`config.mk`:
```
export PLATFORM = sky130hd
export DESIGN_NAME = logic_axi4_lite_write_arbiter
export DESIGN_NICKNAME = d
export VERILOG_FILES = /design/src/rtl/logic_axi4_lite_write_arbiter_pkg.sv /design/src/rtl/logic_axi4_lite_write_arbiter_grant.sv /design/src/rtl/logic_axi4_lite_write_arbiter.sv
export SDC_FILE = /design/constraint.sdc
export NUM_CORES = 1
export LEC_CHECK = 0
export ABC_CLOCK_PERIOD_IN_PS = 2400
export BUFFER_PORTS_ARGS = -buffer_cell sky130_fd_sc_hd__buf_2
export CAP_MARGIN = 10
export CORE_UTILIZATION = 34
export CTS_BUF_LIST = sky130_fd_sc_hd__clkbuf_8
export CTS_CLUSTER_SIZE = 20
export DETAILED_ROUTE_END_ITERATION = 8
export PLACE_DENSITY = 0.89
export SYNTH_ARGS = -nofsm -noshare
export SYNTH_HDL_FRONTEND = slang
export SYNTH_SLANG_ARGS = --single-unit
```
`constraint.sdc`:
```
create_clock -name aclk -period 2.4 [get_ports aclk]
set_input_delay 0.48 -clock aclk [delete_from_list [all_inputs] [get_ports aclk]]
set_output_delay 0.48 -clock aclk [all_outputs]
set_load 0.05 [all_outputs]
```
`src/rtl/logic_axi4_lite_write_arbiter_pkg.sv`:
```
// Shared types and constants for the AXI4-Lite write arbiter.
package logic_axi4_lite_write_arbiter_pkg;

  typedef enum logic [1:0] {
    IDLE,
    XFER,
    RESP
  } state_e;

  localparam logic [1:0] OKAY   = 2'b00;
  localparam logic [1:0] SLVERR = 2'b10;

endpackage

```
`src/rtl/logic_axi4_lite_write_arbiter_grant.sv`:
```
// Combinational winner selection for the write arbiter.
// LOGIC_AXI4_LITE_WRITE_ARBITER_PRIORITY_EN selects fixed priority (lowest index wins);
// otherwise a round-robin search starts at pointer_i and wraps modulo SLAVES.
module logic_axi4_lite_write_arbiter_grant #(
  parameter int unsigned SLAVES = 2,
  localparam int unsigned IdxW  = $clog2(SLAVES)
) (
  input  logic [SLAVES-1:0] requests_i,
  input  logic [IdxW-1:0]   pointer_i,
  output logic [IdxW-1:0]   winner_o,
  output logic              any_o
);

  assign any_o = |requests_i;

`ifdef LOGIC_AXI4_LITE_WRITE_ARBITER_PRIORITY_EN
  // Pointer is meaningless in fixed-priority mode.
  logic unused_pointer;
  assign unused_pointer = ^pointer_i;

  // Scan from the top down so the lowest requesting index is the last assignment.
  always_comb begin
    winner_o = '0;
    for (int i = SLAVES - 1; i >= 0; i--) begin
      if (requests_i[i]) winner_o = IdxW'(i);
    end
  end
`else
  // First requester at or after the pointer, wrapping explicitly for non-power-of-two counts.
  always_comb begin
    logic found;
    int unsigned idx;
    winner_o = '0;
    found    = 1'b0;
    idx      = 0;
    for (int unsigned k = 0; k < SLAVES; k++) begin
      idx = int'(pointer_i) + k;
      if (idx >= SLAVES) idx = idx - SLAVES;
      if (!found && requests_i[idx]) begin
        winner_o = IdxW'(idx);
        found    = 1'b1;
      end
    end
  end
`endif

endmodule

```
`src/rtl/logic_axi4_lite_write_arbiter.sv`:
```
// AXI4-Lite write arbiter: one complete AW+W+B transaction per grant, one outstanding write.
// Optional macro LOGIC_AXI4_LITE_WRITE_ARBITER_PRIORITY_EN switches round-robin to fixed priority.
module logic_axi4_lite_write_arbiter
  import logic_axi4_lite_write_arbiter_pkg::*;
#(
  parameter int unsigned SLAVES        = 2,
  parameter int unsigned DATA_BYTES    = 4,
  parameter int unsigned ADDRESS_WIDTH = 1
) (
  input  logic                                    aclk,
  input  logic                                    areset,
  input  logic [SLAVES-1:0]                       slave_awvalid,
  input  logic [SLAVES-1:0][ADDRESS_WIDTH-1:0]    slave_awaddr,
  input  logic [SLAVES-1:0][2:0]                  slave_awprot,
  output logic [SLAVES-1:0]                       slave_awready,
  input  logic [SLAVES-1:0]                       slave_wvalid,
  input  logic [SLAVES-1:0][8*DATA_BYTES-1:0]     slave_wdata,
  input  logic [SLAVES-1:0][DATA_BYTES-1:0]       slave_wstrb,
  output logic [SLAVES-1:0]                       slave_wready,
  output logic [SLAVES-1:0]                       slave_bvalid,
  output logic [SLAVES-1:0][1:0]                  slave_bresp,
  input  logic [SLAVES-1:0]                       slave_bready,
  output logic                                    master_awvalid,
  output logic [ADDRESS_WIDTH-1:0]                master_awaddr,
  output logic [2:0]                              master_awprot,
  input  logic                                    master_awready,
  output logic                                    master_wvalid,
  output logic [8*DATA_BYTES-1:0]                 master_wdata,
  output logic [DATA_BYTES-1:0]                   master_wstrb,
  input  logic                                    master_wready,
  input  logic                                    master_bvalid,
  input  logic [1:0]                              master_bresp,
  output logic                                    master_bready
);

  localparam int unsigned IdxW = $clog2(SLAVES);
  localparam logic [IdxW-1:0] LastIdx = IdxW'(SLAVES - 1);

  state_e            state_q;
  logic [IdxW-1:0]   grant_q;
  logic [IdxW-1:0]   rr_q;
  logic              aw_done_q;
  logic              w_done_q;

  logic [SLAVES-1:0] requests;
  logic [IdxW-1:0]   winner;
  logic              any_req;
  logic              aw_hs;
  logic              w_hs;
  logic              b_hs;

  // A port only competes once both its AW and W are presented.
  assign requests = slave_awvalid & slave_wvalid;

  logic_axi4_lite_write_arbiter_grant #(
    .SLAVES (SLAVES)
  ) u_grant (
    .requests_i (requests),
    .pointer_i  (rr_q),
    .winner_o   (winner),
    .any_o      (any_req)
  );

  assign aw_hs = master_awvalid & master_awready;
  assign w_hs  = master_wvalid & master_wready;
  assign b_hs  = master_bvalid & master_bready;

  // Arbitration FSM: grant, done flags and round-robin pointer.
  always_ff @(posedge aclk or posedge areset) begin
    if (areset) begin
      state_q   <= IDLE;
      grant_q   <= '0;
      rr_q      <= '0;
      aw_done_q <= 1'b0;
      w_done_q  <= 1'b0;
    end else begin
      unique case (state_q)
        IDLE: begin
          if (any_req) begin
            grant_q <= winner;
            state_q <= XFER;
          end
        end
        XFER: begin
          // AW and W may complete in either order or together.
          if ((aw_done_q | aw_hs) && (w_done_q | w_hs)) begin
            aw_done_q <= 1'b0;
            w_done_q  <= 1'b0;
            state_q   <= RESP;
          end else begin
            aw_done_q <= aw_done_q | aw_hs;
            w_done_q  <= w_done_q | w_hs;
          end
        end
        RESP: begin
          if (b_hs) begin
`ifdef LOGIC_AXI4_LITE_WRITE_ARBITER_PRIORITY_EN
            rr_q <= '0;
`else
            rr_q <= (grant_q == LastIdx) ? '0 : grant_q + 1'b1;
`endif
            state_q <= IDLE;
          end
        end
        default: state_q <= IDLE;
      endcase
    end
  end

  // Channel muxing from the granted port; everything else idles at zero.
  always_comb begin
    master_awvalid = 1'b0;
    master_awaddr  = '0;
    master_awprot  = '0;
    master_wvalid  = 1'b0;
    master_wdata   = '0;
    master_wstrb   = '0;
    master_bready  = 1'b0;
    slave_awready  = '0;
    slave_wready   = '0;
    slave_bvalid   = '0;
    for (int unsigned i = 0; i < SLAVES; i++) slave_bresp[i] = OKAY;
    unique case (state_q)
      XFER: begin
        master_awvalid         = slave_awvalid[grant_q] & ~aw_done_q;
        master_awaddr          = slave_awaddr[grant_q];
        master_awprot          = slave_awprot[grant_q];
        slave_awready[grant_q] = master_awready & ~aw_done_q;
        master_wvalid          = slave_wvalid[grant_q] & ~w_done_q;
        master_wdata           = slave_wdata[grant_q];
        master_wstrb           = slave_wstrb[grant_q];
        slave_wready[grant_q]  = master_wready & ~w_done_q;
      end
      RESP: begin
        master_bready         = slave_bready[grant_q];
        slave_bvalid[grant_q] = master_bvalid;
        slave_bresp[grant_q]  = master_bresp;
      end
      default: ;
    endcase
  end

endmodule

```
==> metrics <==
run status=finished, violations left; violations in the final reports=DRC; Avg Cell Area, Syn=7.366 um2; final hold violation count=0; gate count of the mapped netlist=142; TritonCTS Buffers=3; cell area after synthesis=1046 um2; via count of the first global-routing pass=1254; worst supply voltage drop on vdd=0.0009642 V; Required @ worst endpoint=1.92 ns; clk_skew=0.004911 ns; DRC Markers=10; Non-Filler Instances=315; flop2flop setup slack=0.66 ns; launch instance of the worst register-to-register path=state_q[1]; number of enable-type register cells in the synthesized netlist=0; total grt overflow=0; combinational share of power=87.6%; initial drt markers=70; share of the clock period used by the worst path after layout=87.20%; switching power share of the total=68.04%; number of buffers inserted for hold repair after clock tree synthesis=0; die outline height=57.47 um; largest area contributor in the netlist=sky130_fd_sc_hd__mux2i_1; count of placed standard cells including taps=311; maximum number of pins on one net before global-route repair=29; achievable clock frequency=477.8 MHz; clock tree from TritonCTS=built; Starting Density=36.97%; antenna violations before repair=0; register bit count reported by yosys=6; net count after synthesis=235; Static Leak=1.187 nW; net switching power=2.159 mW; clock transition at the registers of the reported paths=0.04 ns; Via density=4.889; count of final max-slew check failures=0; n_diodes=0; buffers added on ports=145; Final Instance Area=1854 um2; DIE AREA=3302 um2; clock insertion delay at the later pin of the skew report=0.23 ns; width of the die=57.47 um; Critical R2R Capture=state_q[0]; overall global routing resource usage=19.29%; part of the power in the clock network=5.0%; arrival time at the worst endpoint=1.61 ns; power share of the sequential group=7.4%; Setup violations, final=0; cell count of the worst reg-to-reg path=4; startpoint-to-endpoint class of the critical path=flop to primary output; FP Rows=19; Synth-to-Final Area Change=77.27%; root buffer cell=sky130_fd_sc_hd__clkbuf_8; post-CTS setup buffers=0; first-pass GRT wire length=5.037 mm; WL per Instance=10.80 um; TritonRoute pass-1 iters=8; final period demand of the worst path=2.093 ns; dominant cell by count in the synthesized netlist=sky130_fd_sc_hd__nor2_1; count of filler cells inserted in the layout=240; CP startpoint=state_q[1]; htree depth=1; most used flip-flop cell after synthesis=sky130_fd_sc_hd__dfrtp_1; Syn. warnings=0; cell area after placement=1809 um2; timing endpoint of the critical path=slave_awready[0]; CP Max Fanout=28; Floorplan Core Area=2829 um2; final net count=378; final WL=3.401 mm; Detail Placement HPWL=2.781 mm; Final GP Congestion=0.8388; Routed Antenna Nets=0; async set-reset flop share out of synthesis=100.0%; maximum clock insertion buffer count=2; class of the tightest hold or removal check=input pin to asynchronous set/reset pin; power density over the cells=1711 nW/um2; cell types with the largest area share after synthesis=sky130_fd_sc_hd__mux2i_1 40%, sky130_fd_sc_hd__nor2_1 16%, sky130_fd_sc_hd__dfrtp_1 14%; most numerous cell types in the synthesized netlist=44 x sky130_fd_sc_hd__nor2_1, 42 x sky130_fd_sc_hd__mux2i_1, 9 x sky130_fd_sc_hd__buf_2, 6 x sky130_fd_sc_hd__dfrtp_1, 5 x sky130_fd_sc_hd__and3_1; Tot Pwr=3.173 mW; via count=1540; startpoint type of the worst setup path=flop; cell-internal power=1.014 mW; Critical Path End Type=primary output; clock net sink count=6; max-slew headroom at the worst pin=80.36%; share of the yosys chip area belonging to registers=14.35%; setup repair after global routing missed its margin=false; setup total negative slack=0 ns; I/O pin total=146; share of final-layout standard cells stronger than drive strength 1=55.28%; slew at the pin with the worst max-slew slack=0.2946 ns; Distinct cells, synth=31; reported max-cap violation count=0; PostCTS Resize Cnt=0; Synth top area share=40.19%
-- worst min path at each step --
stage / start / to / slack [ns] / cells past startpoint
2_1_floorplan: areset / aw_done_q / 0.27 / 1
3_3_place_gp: areset / rr_q / 0.40 / 2
3_5_place_dp: areset / rr_q / 0.41 / 2
4_1_cts: areset / rr_q / 0.17 / 2
5_1_grt: areset / rr_q / 0.18 / 2
6_report: areset / rr_q / 0.16 / 2
-- worst max-delay path: stages (launching register included) --
cell and delay [ns]:
sky130_fd_sc_hd__dfrtp_1 0.43, sky130_fd_sc_hd__nand2b_2 0.25, sky130_fd_sc_hd__buf_4 0.24, sky130_fd_sc_hd__nor4_2 0.16, sky130_fd_sc_hd__buf_2 0.30
-- power groups by stage --
stage | clock network, mW | logic, mW | registers (mW)
floorplan | 0 | 2.29 | 0.181
global placement | 0 | 2.78 | 0.233
detailed placement | 0 | 2.79 | 0.234
CTS | 0.163 | 2.80 | 0.233
global route | 0.168 | 2.92 | 0.245
finish | 0.160 | 2.78 | 0.235
-- kinds of logic (layout without fill, tap and decap cells) --
logic type / Yosys count / after routing / share of synthesized area (%)
buffers and inverters: 15 / 157 / 7.176
flip-flops: 6 / 6 / 14.35
AO/OA/AOI/OAI: 12 / 12 / 8.493
AND/OR/NAND/NOR: 66 / 66 / 28.71
multiplexers: 43 / 43 / 41.27
-- per-layer routing --
layer,up-vias,routed length (um),track usage [%]
met4,0,48,8.362
met2,85,1724,37.87
met1,669,1287,20.22
li1,782,-,-
met5,-,0,0
met3,4,340,2.268
-- through the flow --
step,hold WS (ns),util [%],setup slack [ns]
after global placement,0.4022,63.95,0.5431
after global routing,0.1797,65.55,0.1989
after detailed placement,0.4062,63.95,0.5455
after floorplan,0.2710,-,0.09214
final,0.1612,65.55,0.3072
after CTS,0.1662,65.55,0.3009
-- area by class of cell --
cell class	count	area [um2]	share of cell area (%)
flip-flops and latches	6	151.4	8.165
well taps	31	38.79	2.092
multi-input cells	121	835.8	45.07
inverters	4	15.01	0.8097
clock inverters	1	3.754	0.2024
repair buffers	149	768.2	41.43
clock buffers	3	41.29	2.227
-- flip-flops by register name, summed over array words and instances (netlist names) --
| signal | count |
|---|---|
| state_q | 2 |
| w_done_q | 1 |
| rr_q | 1 |
| grant_q | 1 |
| aw_done_q | 1 |
-- cell usage in the layout (no fill, tap or decap) --
master,count
sky130_fd_sc_hd__a211oi_1,1
sky130_fd_sc_hd__a21boi_0,1
sky130_fd_sc_hd__a21oi_1,1
sky130_fd_sc_hd__a221o_1,1
sky130_fd_sc_hd__a31oi_1,1
sky130_fd_sc_hd__and2_1,1
sky130_fd_sc_hd__and3_1,5
sky130_fd_sc_hd__and4_1,1
sky130_fd_sc_hd__buf_12,1
sky130_fd_sc_hd__buf_2,145
sky130_fd_sc_hd__buf_4,3
sky130_fd_sc_hd__clkbuf_8,3
sky130_fd_sc_hd__dfrtp_1,5
sky130_fd_sc_hd__dfrtp_2,1
sky130_fd_sc_hd__inv_1,5
sky130_fd_sc_hd__mux2_2,1
sky130_fd_sc_hd__mux2i_1,42
sky130_fd_sc_hd__nand2_1,4
sky130_fd_sc_hd__nand2b_1,1
sky130_fd_sc_hd__nand2b_2,1
sky130_fd_sc_hd__nand3b_1,1
sky130_fd_sc_hd__nor2_1,44
sky130_fd_sc_hd__nor2b_1,3
sky130_fd_sc_hd__nor3_1,1
sky130_fd_sc_hd__nor3b_1,2
sky130_fd_sc_hd__nor4_2,1
sky130_fd_sc_hd__nor4b_2,1
sky130_fd_sc_hd__o2111ai_1,1
sky130_fd_sc_hd__o21ai_0,1
sky130_fd_sc_hd__o21ai_1,1
sky130_fd_sc_hd__o22a_1,1
sky130_fd_sc_hd__o31a_1,1
sky130_fd_sc_hd__o31ai_1,1
sky130_fd_sc_hd__o32ai_1,1
(Power assumes the default switching activity.)
